$ cat config.mk
export PLATFORM = sky130hd
export DESIGN_NAME = vec_reg_file_flat
export DESIGN_NICKNAME = d
export VERILOG_FILES = /design/src/rtl/vec_reg_file_if.sv /design/src/rtl/vec_reg_file.sv /design/src/flat_wrapper.sv
export SDC_FILE = /design/constraint.sdc
export NUM_CORES = 2
export LEC_CHECK = 0
export CORE_ASPECT_RATIO = 2
export CORE_MARGIN = 2
export CORE_UTILIZATION = 45
export DETAILED_ROUTE_END_ITERATION = 7
export PLACE_DENSITY = 0.72
export SYNTH_ARGS = -nofsm -noshare
export SYNTH_HDL_FRONTEND = slang
export SYNTH_SLANG_ARGS = --single-unit
export TNS_END_PERCENT = 5
$ cat constraint.sdc
create_clock -name clk -period 10.3 [get_ports clk]
set_input_delay 2.575 -clock clk [delete_from_list [all_inputs] [get_ports clk]]
set_output_delay 2.575 -clock clk [all_outputs]
set_load 0.05 [all_outputs]
$ cat src/rtl/vec_reg_file_if.sv
// ---------------------------------------------------------------------------
// vec_reg_file_if
// Bundles the decode-side and ALU-side signals of the vector register file
// into one interface.
//   master : the decode stage / vector ALU driving requests and reading data
//   slave  : the register file itself
// Signals:
//   we, wa, wmask, wd   write port (per-lane mask)
//   ra1, ra2, rd1, rd2  two asynchronous read ports
//   color_we, color     packed colour-load request
//   busy                clear engine active
//   wr_drop             one-cycle pulse for a discarded request
// ---------------------------------------------------------------------------
interface vec_reg_file_if #(
  parameter int LANES  = 6,
  parameter int ELEM_W = 8,
  parameter int DEPTH  = 16
);
  localparam int VW = LANES * ELEM_W;
  localparam int AW = $clog2(DEPTH);

  logic             we;
  logic [AW-1:0]    wa;
  logic [LANES-1:0] wmask;
  logic [VW-1:0]    wd;
  logic [AW-1:0]    ra1;
  logic [AW-1:0]    ra2;
  logic [VW-1:0]    rd1;
  logic [VW-1:0]    rd2;
  logic             color_we;
  logic [7:0]       color;
  logic             busy;
  logic             wr_drop;

  modport master (
    output we, wa, wmask, wd, ra1, ra2, color_we, color,
    input  rd1, rd2, busy, wr_drop
  );

  modport slave (
    input  we, wa, wmask, wd, ra1, ra2, color_we, color,
    output rd1, rd2, busy, wr_drop
  );
endinterface

$ cat src/rtl/vec_reg_file.sv
// ---------------------------------------------------------------------------
// vec_reg_file
// Vector register file: DEPTH registers of LANES x ELEM_W bits, two
// combinational read ports, one lane-masked write port and a colour-load
// port that decodes an 8-bit packed colour into a pixel register and an
// alpha register. After reset a clear engine zeroes one register per cycle;
// while it runs reads return zero and any request is dropped (wr_drop).
// Ports:
//   clk  clock
//   rst  synchronous reset, active high
//   bus  vec_reg_file_if.slave (write, read, colour, busy, wr_drop)
// Optional feature:
//   VRF_BYPASS_EN  when defined, a read of the register being written in
//                  the same cycle returns the merged post-write value.
// ---------------------------------------------------------------------------
module vec_reg_file #(
  parameter int LANES     = 6,
  parameter int ELEM_W    = 8,
  parameter int DEPTH     = 16,
  parameter int PIX_REG   = 4,
  parameter int ALPHA_REG = 3,
  parameter int ZERO_R0   = 1
) (
  input logic           clk,
  input logic           rst,
  vec_reg_file_if.slave bus
);

  localparam int VW = LANES * ELEM_W;
  localparam int AW = $clog2(DEPTH);

  typedef enum logic {CLEAR, READY} state_t;

  state_t                   state_q, state_d;
  logic [AW-1:0]            idx_q, idx_d;
  logic                     wr_drop_q, wr_drop_d;
  logic [DEPTH-1:0][VW-1:0] mem_q, mem_d;
  logic [DEPTH-1:0][VW-1:0] next_all;
  logic [VW-1:0]            pix_val, alpha_val;
  logic [VW-1:0]            src1, src2;
  logic                     busy;

  // 2-bit colour code to element level: 0, quarter-1, three-quarter-1, max.
  function automatic logic [ELEM_W-1:0] level(input logic [1:0] c);
    case (c)
      2'd0:    level = '0;
      2'd1:    level = {2'b00, {(ELEM_W-2){1'b1}}};
      2'd2:    level = {2'b10, {(ELEM_W-2){1'b1}}};
      default: level = '1;
    endcase
  endfunction

  // rst is folded in so busy is high for the whole time reset is held,
  // not just from the first reset edge onwards.
  assign busy = rst | (state_q == CLEAR);

  // Clear engine: walk the index through every register once, then READY.
  always_comb begin
    state_d   = state_q;
    idx_d     = idx_q;
    wr_drop_d = busy & (bus.we | bus.color_we);
    case (state_q)
      CLEAR: begin
        idx_d = idx_q + 1'b1;
        if (idx_q == AW'(DEPTH - 1)) state_d = READY;
      end
      default: ;
    endcase
  end

  // Decoded colour values; lanes cycle b, g, r starting at lane 0.
  always_comb begin
    pix_val   = '0;
    alpha_val = '0;
    for (int l = 0; l < LANES; l++) begin
      if (l % 3 == 0)      pix_val[l*ELEM_W +: ELEM_W] = level(bus.color[7:6]);
      else if (l % 3 == 1) pix_val[l*ELEM_W +: ELEM_W] = level(bus.color[5:4]);
      else                 pix_val[l*ELEM_W +: ELEM_W] = level(bus.color[3:2]);
    end
    case (bus.color[1:0])
      2'd0:    alpha_val[ELEM_W-1:0] = '0;
      2'd1:    alpha_val[ELEM_W-1:0] = ELEM_W'(25);
      2'd2:    alpha_val[ELEM_W-1:0] = ELEM_W'(50);
      default: alpha_val[ELEM_W-1:0] = ELEM_W'(75);
    endcase
  end

  // Post-write value of every register. The colour load is applied first
  // so that the masked lanes of a same-target we write override it.
  always_comb begin
    next_all = mem_q;
    for (int r = 0; r < DEPTH; r++) begin
      if (bus.color_we && r == PIX_REG)   next_all[r] = pix_val;
      if (bus.color_we && r == ALPHA_REG) next_all[r] = alpha_val;
      if (bus.we && bus.wa == AW'(r)) begin
        for (int l = 0; l < LANES; l++) begin
          if (bus.wmask[l]) next_all[r][l*ELEM_W +: ELEM_W] = bus.wd[l*ELEM_W +: ELEM_W];
        end
      end
    end
  end

  // Array update: clear one register per cycle in CLEAR, else commit writes.
  always_comb begin
    mem_d = mem_q;
    if (state_q == READY) begin
      mem_d = next_all;
      if (ZERO_R0 != 0) mem_d[0] = mem_q[0];
    end else begin
      mem_d[idx_q] = '0;
    end
  end

  always_ff @(posedge clk) begin
    if (rst) begin
      state_q   <= CLEAR;
      idx_q     <= '0;
      wr_drop_q <= 1'b0;
    end else begin
      state_q   <= state_d;
      idx_q     <= idx_d;
      wr_drop_q <= wr_drop_d;
      mem_q     <= mem_d;
    end
  end

  // next_all equals mem_q when nothing targets the address, so it doubles
  // as the bypass source; busy masking below covers the clear phase.
`ifdef VRF_BYPASS_EN
  assign src1 = next_all[bus.ra1];
  assign src2 = next_all[bus.ra2];
`else
  assign src1 = mem_q[bus.ra1];
  assign src2 = mem_q[bus.ra2];
`endif

  assign bus.rd1     = (busy || (ZERO_R0 != 0 && bus.ra1 == '0)) ? '0 : src1;
  assign bus.rd2     = (busy || (ZERO_R0 != 0 && bus.ra2 == '0)) ? '0 : src2;
  assign bus.busy    = busy;
  assign bus.wr_drop = wr_drop_q & ~rst;

endmodule
$ cat src/flat_wrapper.sv
// flat-port wrapper written by rule: the top's interface ports become plain ports
module vec_reg_file_flat 
#(
  parameter int LANES     = 6,
  parameter int ELEM_W    = 8,
  parameter int DEPTH     = 16,
  parameter int PIX_REG   = 4,
  parameter int ALPHA_REG = 3,
  parameter int ZERO_R0   = 1
)
  (clk, rst, bus_we, bus_wa, bus_wmask, bus_wd, bus_ra1, bus_ra2, bus_color_we, bus_color, bus_rd1, bus_rd2, bus_busy, bus_wr_drop);
  vec_reg_file_if #(.LANES(LANES), .ELEM_W(ELEM_W), .DEPTH(DEPTH)) bus_i ();
  input logic clk;
  input logic rst;
  input wire logic [$bits(bus_i.we)-1:0] bus_we;
  input wire logic [$bits(bus_i.wa)-1:0] bus_wa;
  input wire logic [$bits(bus_i.wmask)-1:0] bus_wmask;
  input wire logic [$bits(bus_i.wd)-1:0] bus_wd;
  input wire logic [$bits(bus_i.ra1)-1:0] bus_ra1;
  input wire logic [$bits(bus_i.ra2)-1:0] bus_ra2;
  input wire logic [$bits(bus_i.color_we)-1:0] bus_color_we;
  input wire logic [$bits(bus_i.color)-1:0] bus_color;
  output wire logic [$bits(bus_i.rd1)-1:0] bus_rd1;
  output wire logic [$bits(bus_i.rd2)-1:0] bus_rd2;
  output wire logic [$bits(bus_i.busy)-1:0] bus_busy;
  output wire logic [$bits(bus_i.wr_drop)-1:0] bus_wr_drop;
  assign bus_i.we = bus_we;
  assign bus_i.wa = bus_wa;
  assign bus_i.wmask = bus_wmask;
  assign bus_i.wd = bus_wd;
  assign bus_i.ra1 = bus_ra1;
  assign bus_i.ra2 = bus_ra2;
  assign bus_i.color_we = bus_color_we;
  assign bus_i.color = bus_color;
  assign bus_rd1 = bus_i.rd1;
  assign bus_rd2 = bus_i.rd2;
  assign bus_busy = bus_i.busy;
  assign bus_wr_drop = bus_i.wr_drop;
  vec_reg_file #(.LANES(LANES), .ELEM_W(ELEM_W), .DEPTH(DEPTH), .PIX_REG(PIX_REG), .ALPHA_REG(ALPHA_REG), .ZERO_R0(ZERO_R0)) u_core (.clk(clk), .rst(rst), .bus(bus_i));
endmodule
==> impl_metrics.ini <==
[yosys]
synth_fp_nets = 3618
yosysWarnings = 0
yosys_register_bits = 774
async_flop_share_pct = 0
ys.flop_type = edfxtp_1
synth_edf_count = 768
seq_area_frac_synth_pct = 54.2
synth_cells = 3534
synthDistinctLibCells = 55
synth_area_sq_mm = 0.0428
syn_area_per_cell_sq_um = 12.1

[critical_path]
crit_required_ns = 7.73
crit_top_cell = clkdlybuf4s50_1
arrival_ns = 6.34
crit_slowest_cell = nor2_4
worstPathMaxFanout = 26
cp_top_family = buffers and inverters
crit_type = in -> out
ff2ff_setup_slack_ns = 6.88
slowest_delay_ns = 0.88
cp_cell_sequence = clkdlybuf4s50_1 -> nand3b_1 -> nor2_4 -> buf_4 -> a22oi_1 -> nand2_1 -> clkdlybuf4s50_1
start_kind = input port
end_kind = output pin
cp_num_buf_inv = 3

[grt]
grt-ovfl-total = 0
grt_max_degree = 117
antenna_found_initial = 9
grt_pass1_wl_mm = 208
grt_pass1_vias = 31800
grt.total_usage_pct = 28.5

[drt]
drtPass1Iterations = 8
num_vias = 32700
drtAntennaViolNets = 0
viasPerCell = 6.78
avgRoutedWirePerCell_um = 29.3
drc = 2
first_iter_violations = 5946
wl_mm = 141

[flow_run]
drv_cap = 0

[timing]
tightestPinTransition_ns = 1.32
period_needed_ns = 8.92
relSlewSlack_pct = 11.8
rsz0062_at_grt = false
fmax_mhz = 112
fin_setup_tns_ns = 0
final_max_slew_viol_count = 0
finalCritPeriodShare_pct = 86.6
setup_ws_ns = 1.38
skew_ns = 0.0200
setup-violations-final = 0
hold_viol_final = 0

[final_layout]
area_growth_pct = 12.2
n_fill_cell = 8019
drive_gt1_share_pct = 16.5
nets = 3627

[floorplanning]
num_rows = 160
die_area_sq_mm = 0.0977
die_w_um = 222
die_y_um = 440
initial_utilization_pct = 45.2
io_pins = 176
fp.coreArea_sq_mm = 0.0947

[placement]
portBuffers = 175
place_hpwl_mm = 93.0
pre_cts_ws_ns = 1.55
place_congestion = 0.920

[clock_network]
htree_num_levels = 3
cts_tree = built
hold_buffers = 0
cts_sinks = 774
clockBufferDepth = 3
cts-root-buf = clkbuf_16
cts_made_buffers = 77
postCtsSetupBuffers = 0
insertion_delay_ns = 0.66
cts_resized = 0
path_clk_slew_ns = 0.06

[power]
ir_drop_uv = 156
pwr_density_cell_mw_per_mm2 = 161
leakagePower_nw = 19.3
p_total_w = 0.00771

[worst_hold_path]
hold_class = reg -> reg

[outcome]
violations = design-rule violations
status = finished with violations
kinds of logic after synthesis:
group | count (synthesis) | share of synthesized area, %
compound gates | 376 | 6.44
xor+xnor | 3 | 0.0615
fa+ha+maj | 6 | 0.176
buf+inv | 312 | 3.03
flops | 774 | 54.2
mux | 401 | 20.6
simple gates | 1662 | 15.5
cell usage after synthesis (17+ instances only):
cell type / count / area (sq um)
a21oi_1: 27 / 135
a22oi_1: 191 / 1430
buf_1: 17 / 63.8
buf_2: 98 / 490
clkbuf_1: 179 / 672
edfxtp_1: 768 / 23100
mux4_2: 383 / 8630
nand2_1: 1416 / 5320
nor2_1: 112 / 420
nor2b_1: 53 / 332
nor4_1: 18 / 113
o211ai_1: 17 / 128
o21ai_0: 40 / 200
o2bb2ai_1: 63 / 552
per-layer routing:
layer | vias up | part of all wire (%) | track usage [%]
met1 | 16000 | 35 | 37.5
li1 | 13200 | - | -
met4 | 16 | 4.6 | 12.5
met2 | 3060 | 44 | 42.4
met3 | 469 | 16 | 10.4
met5 | - | 0.075 | 0
placed cells by master, fill, tap and decap left out, types with 4 or more instances in the layout:
cell / netlist / routed
a21oi_4: 0 / 9
buf_4: 1 / 44
clkinv_2: 0 / 12
mux4_2: 383 / 383
nor2_1: 112 / 110
dfxtp_1: 6 / 5
o21ai_0: 40 / 40
nand3_2: 5 / 5
clkdlybuf4s50_1: 0 / 171
diode_2: 0 / 6
inv_1: 16 / 15
a21oi_1: 27 / 14
clkbuf_1: 179 / 20
nand3_1: 15 / 15
a21o_1: 14 / 14
clkinv_1: 0 / 12
a22oi_1: 191 / 191
ha_1: 6 / 6
nand2_1: 1416 / 1416
nor2b_1: 53 / 52
clkbuf_16: 0 / 79
o2bb2ai_1: 63 / 63
nor3_1: 11 / 11
bufinv_16: 0 / 6
mux2i_1: 16 / 16
edfxtp_1: 768 / 768
buf_12: 0 / 6
o211ai_1: 17 / 17
a31oi_4: 0 / 4
nor4_1: 18 / 18
a21oi_2: 0 / 4
final timing paths:
path | from | to | depth (start not counted)
worst min register to register | u_core.mem_q[689] | u_core.mem_q[689] | 2
worst min-delay path | u_core.mem_q[689] | u_core.mem_q[689] | 2
worst max-delay path | rst | bus_rd1[30] | 7
worst max register to register | u_core.state_q | u_core.mem_q[178] | 4
flip-flops by register name (all words and copies together) (netlist names):
signal	count
u_core.idx_q	4
u_core.mem_q	768
u_core.state_q	1
u_core.wr_drop_q	1
worst reg2reg max path, delay by kind of cell (launching register included):
kind                   cells  cell delay [ns]
AND/OR/NAND/NOR            1             0.96
AO/OA/AOI/OAI              2             0.82
buffers and inverters      1             0.75
flip-flops                 1             0.72
power breakdown:
part | switching, W | internal [W]
Clock | 0.00126 | 0.00157
Combinational | 0.000532 | 0.000425
Sequential | 0.000168 | 0.00375
area by class of cell:
class,instances,area (sq um),share of cell area [%]
Clock inverter,39,375,0.782
Timing Repair Buffer,225,2220,4.63
Clock buffer,100,2070,4.31
Tap cell,1215,1520,3.17
Inverter,17,66.3,0.138
Antenna cell,6,15.0,0.0313
Sequential cell,774,23200,48.3
Multi-Input combinational cell,2448,18500,38.6
stage by stage:
stage	utilization (%)	instances	area, sq um	hold WS [ns]
final	50.7	4824	48000	0.573
after global routing	50.7	4818	48000	0.594
after CTS	50.7	4818	48000	0.573
after detailed placement	48.1	4679	45500	0.556
after global placement	48.1	4679	45500	0.546
after floorplan	-	3534	42800	0.531
Note: power is estimated with default switching activity, not from simulation.
